===== src/rtl/gtxe2_chnl_pkg.sv =====
// gtxe2_chnl_pkg: shared GTXE2 channel constants, comma patterns and RX alignment state
package gtxe2_chnl_pkg;
  localparam logic [9:0] PCOMMA_K285 = 10'b0101111100;
  localparam logic [9:0] MCOMMA_K285 = 10'b1010000011;
  typedef enum logic {SEARCH = 1'b0, LOCKED = 1'b1} rx_state_e;
  function automatic int trimmed_width(input int w);
    return w * 4 / 5;
  endfunction
endpackage


===== src/rtl/gtxe2_chnl_rx_comma_det.sv =====
// gtxe2_chnl_rx_comma_det: masked compare of a 10-bit window against both comma polarities
module gtxe2_chnl_rx_comma_det
  import gtxe2_chnl_pkg::*;
#(
  parameter logic [9:0] pcomma     = PCOMMA_K285,
  parameter logic [9:0] mcomma     = MCOMMA_K285,
  parameter logic [9:0] comma_mask = 10'h3ff
) (
  input  logic [9:0] win,
  output logic       hit
);
  assign hit = (((win ^ pcomma) & comma_mask) == 10'd0) || (((win ^ mcomma) & comma_mask) == 10'd0);
endmodule


===== src/rtl/gtxe2_chnl_rx_des.sv =====
// gtxe2_chnl_rx_des: LSB-first serial to word deserializer with comma alignment and idle flag
module gtxe2_chnl_rx_des
  import gtxe2_chnl_pkg::*;
#(
  parameter int         width      = 20,
  parameter logic [9:0] pcomma     = PCOMMA_K285,
  parameter logic [9:0] mcomma     = MCOMMA_K285,
  parameter logic [9:0] comma_mask = 10'h3ff
) (
  input  logic             inclk,
  input  logic             reset,
  input  logic             trim,
  input  logic             align_en,
  input  logic             indata,
  input  logic             idle_in,
  output logic [width-1:0] outdata,
  output logic             outvalid,
  output logic             idle_out,
  output logic             comma_det,
  output logic             realign,
  output logic             aligned
);
  localparam int tw = trimmed_width(width);
  localparam int cw = $clog2(width);
  rx_state_e state;
  logic trim_r, idle_acc, hit, word_hit, wrap, move, idle_nx;
  logic [cw-1:0] bitcounter, last;
  logic [width-1:0] sr, sr_n, keep;
  logic [9:0] win;
  assign last = trim_r ? cw'(tw - 1) : cw'(width - 1);
  assign keep = (width'(1) << last) - width'(1);
  assign sr_n = ((sr >> 1) & keep) | (width'(indata) << last);
  assign win = 10'(sr_n >> (last - cw'(9)));
  assign wrap = bitcounter == last;
  assign move = hit && align_en && bitcounter != cw'(9);
  assign idle_nx = (bitcounter == '0 || idle_acc) && idle_in;
  assign aligned = state == LOCKED;
  gtxe2_chnl_rx_comma_det #(.pcomma(pcomma), .mcomma(mcomma), .comma_mask(comma_mask)) u_win_det (
    .win(win),
    .hit(hit)
  );
  gtxe2_chnl_rx_comma_det #(.pcomma(pcomma), .mcomma(mcomma), .comma_mask(comma_mask)) u_word_det (
    .win(sr_n[9:0]),
    .hit(word_hit)
  );
  // shift bits in, emit words at the wrap, and move the boundary onto an off-position comma
  always_ff @(posedge inclk or posedge reset) begin
    if (reset) begin
      sr         <= '0;
      idle_acc   <= 1'b0;
      bitcounter <= '0;
      trim_r     <= 1'b0;
      state      <= SEARCH;
      outdata    <= '0;
      outvalid   <= 1'b0;
      idle_out   <= 1'b0;
      comma_det  <= 1'b0;
      realign    <= 1'b0;
    end else begin
      sr       <= sr_n;
      idle_acc <= idle_nx;
      outvalid <= 1'b0;
      realign  <= 1'b0;
      if (move) begin
        bitcounter <= cw'(10);
        realign    <= 1'b1;
        state      <= SEARCH;
      end else if (wrap) begin
        bitcounter <= '0;
        outdata    <= sr_n;
        outvalid   <= 1'b1;
        idle_out   <= idle_nx;
        comma_det  <= word_hit;
        trim_r     <= trim;
        state      <= (idle_nx || trim != trim_r) ? SEARCH : word_hit ? LOCKED : state;
      end else begin
        bitcounter <= bitcounter + cw'(1);
      end
    end
  end
endmodule


===== config.mk =====
export PLATFORM = sky130hd
export DESIGN_NAME = gtxe2_chnl_rx_des
export DESIGN_NICKNAME = d
export VERILOG_FILES = /design/src/rtl/gtxe2_chnl_pkg.sv /design/src/rtl/gtxe2_chnl_rx_comma_det.sv /design/src/rtl/gtxe2_chnl_rx_des.sv
export SDC_FILE = /design/constraint.sdc
export NUM_CORES = 1
export LEC_CHECK = 0
export BUFFER_PORTS_ARGS = -buffer_cell sky130_fd_sc_hd__buf_2
export CAP_MARGIN = 25
export CORE_ASPECT_RATIO = 2
export CORE_UTILIZATION = 55
export DETAILED_ROUTE_END_ITERATION = 10
export PLACE_DENSITY = 0.87
export REMOVE_ABC_BUFFERS = 1
export SETUP_SLACK_MARGIN = 0.2
export SYNTH_ARGS = -nofsm -noshare
export SYNTH_HDL_FRONTEND = slang
export SYNTH_SLANG_ARGS = --single-unit

===== constraint.sdc =====
create_clock -name inclk -period 2.7 [get_ports inclk]
set_input_delay 0.135 -clock inclk [delete_from_list [all_inputs] [get_ports inclk]]
set_output_delay 0.135 -clock inclk [all_outputs]
set_load 0.01 [all_outputs]

==> run metrics <==
worst setup path category=reg -> reg; commonest cells after routing, fill and taps aside=51 x dfrtp_1, 30 x buf_2, 19 x mux2_4, 6 x nor2_1, 6 x clkbuf_8; remaining global-route overflow=0; Starting Density=between 50 and 60%; Distinct cells, synth=34; GRT Overall Usage=just over 20%; Die Y=90.2 µm; worst setup margin=roughly 0.34 ns; startpoint types=register; EDFF count, synth=0; 1st-iter DRT viols=12; average cell area after synthesis=~15 µm²; # DRC=0; Setup-failing EPs final=0; commonest non-fill, non-tap cell in the layout=dfrtp_1; chip width=46.1 µm; via count=1,257; final cell count without fillers=228; Worst setup EP type=register; TritonCTS clock tree=built; HP Start=trim; Port Buffers=30; Max Cap Violations=0; Placeable Area=between 3000 and 4000 µm²; post-DP HPWL=2650 µm; initial antenna violation count=0; Rows=31; maximum buffer depth of the clock tree=2; Max VDD drop=0.709 mV; GPL Wtd Cong=0.772; postcts setup bufs=0; reg2reg start=trim_r; status=complete, no violations; CP max stage delay=approximately 0.57 ns; Slew Limit Fails=0; Layout area overhead=15.3%; Top-Level Pins=31; Worst-Margin Slew=0.500 ns; FF-to-FF setup slack=0.34 ns; Cell Area, Placed=2320 µm²; sequential area share after synthesis=59.6%; Reg-to-Reg End=outdata[8]; post-synthesis async set-or-reset flop share=100%; Final Cell Area=2470 µm²; share of cells above drive strength 1=39.7%; worst path arrival time=2.53 ns; leakage=1.21 nW; Pwr per Cell Area=slightly below 1000 nW/µm²; CTS clock-pin slew for the worst setup and hold paths=~0.09 ns; Mapped Area=2140 µm²; CTS Sinks=51; routed length per placed instance=16.1 µm; vias per inst=5.51; largest net degree at the start of global routing=52; Antenna Cells=0; post-synthesis register bit count=51; Tmin final=2.36 ns; Max-Slew Margin vs Limit=66.6%; first-pass GRT wire length=6200 µm; slowest CP cell=dfrtp_1; clk_skew=0.00973 ns; DRT antenna net count=0; Setup WS pre-CTS=0.286 ns; final WL=3670 µm; Die ar.=4160 µm²; cell count after synthesis=144; R2R depth=6; number of global-route vias before repair=~1,400; max frequency=424 MHz; crit path max fanout=22; total negative slack=0 ns; DR pass1 iterations=4; CP Data Required Time=2.87 ns; dpl cells=218; YS warnings=0; total CTS buffers=5; H-tree lvl count=2; HP Class=in -> reg; CTS root buf=clkbuf_8; Worst Hold End=trim_r; Final #Nets=187; Synth Flop Type=dfrtp_1; Critical Path, Cell by Cell=nor4_1 > nand4_1 > a2111oi_2 > nor3_4 > buf_6 > mux2_4; hold path cells=2; clk_lat worst skew=0.29 ns; Tot Pwr=2.42 mW; Hold Vio Cnt, Final=0; Tcrit/Tclk final=87.3%; unrepaired setup endpoints after global routing=false
per-stage QoR:
stage	hold WS [ns]	util, %
after floorplan	0.283	-
after global placement	0.394	62.9
after detailed placement	0.408	62.9
after CTS	0.100	66.1
after global routing	0.111	67.0
final	0.107	67.0
cells by family after synthesis:
| logic type | after synthesis | synth area share, % |
|---|---|---|
| simple gates | 39 | 13.0 |
| mux | 24 | 16.0 |
| buf+inv | 13 | 3.39 |
| xor+xnor | 4 | 1.64 |
| compound gates | 10 | 4.67 |
| flops | 51 | 59.6 |
| fa+ha+maj | 3 | 1.75 |
area by class of cell:
type	instances	area (µm²)
Multi-Input combinational cell	80	792
Timing Repair Buffer	34	199
Sequential cell	51	1280
Clock inverter	2	35.0
Fill cell	262	1220
Tap cell	49	61.3
Clock buffer	6	82.6
Inverter	6	22.5
synth_stat cells, types with 3 or more instances:
cell      instances  area share [%]
nand2_1           3            0.53
inv_1             6             1.1
buf_6             3             1.6
clkbuf_1          3            0.53
mux2_4           19              13
nor4bb_1          3             1.4
mux2_2            5             2.6
ha_1              3             1.8
nand4b_1          3             1.2
nor4b_1           3             1.2
dfrtp_1          51              60
nor2_1            6             1.1
nand3_1           4            0.94
nor3_1            4            0.94
how the worst max path moves through the flow:
stage / from / to / slack (ns) / cells after the start
floorplan: trim_r / outdata[3] / 0.20 / 4
global placement: trim_r / outdata[18] / 0.40 / 6
detailed placement: trim_r / outdata[8] / 0.29 / 6
CTS: trim_r / outdata[8] / 0.26 / 6
global route: trim_r / outdata[5] / 0.21 / 5
finish: trim_r / outdata[8] / 0.34 / 6
metal layers:
| metal | GRT usage, % | wire [µm] |
|---|---|---|
| met1 | 23.8 | 1440 |
| met2 | 34.4 | 2090 |
| met3 | 4.02 | 89 |
| met5 | 0 | 0 |
| met4 | 8.33 | 55 |
worst max-delay path, delay by kind of cell (launching register included):
family          cells  cell delay (ns)
mux                 1             0.32
simple gates        3             0.56
flops               1             0.57
compound gates      1             0.56
buf+inv             1             0.22
sequential cells by signal, summed over array words and instances, names as in the netlist:
signal      count
aligned         1
bitcounter      5
comma_det       1
idle_acc        1
idle_out        1
outdata        20
outvalid        1
realign         1
sr             19
trim_r          1
report_power, final:
| group | internal (mW) | switching [mW] | leakage [nW] |
|---|---|---|---|
| Sequential | 1.02 | 0.256 | 0.667 |
| Clock | 0.300 | 0.224 | 0.0612 |
| Combinational | 0.369 | 0.253 | 0.482 |
repair_timing:
action / 4_1_cts / 5_1_grt
gates resized for setup: 0 / 1
setup endpoints to repair: 0 / 21
hold buffers: 0 / 1
endpoints found under the hold margin: 0 / 18
No activity file was read; power rests on OpenSTA's default activity.
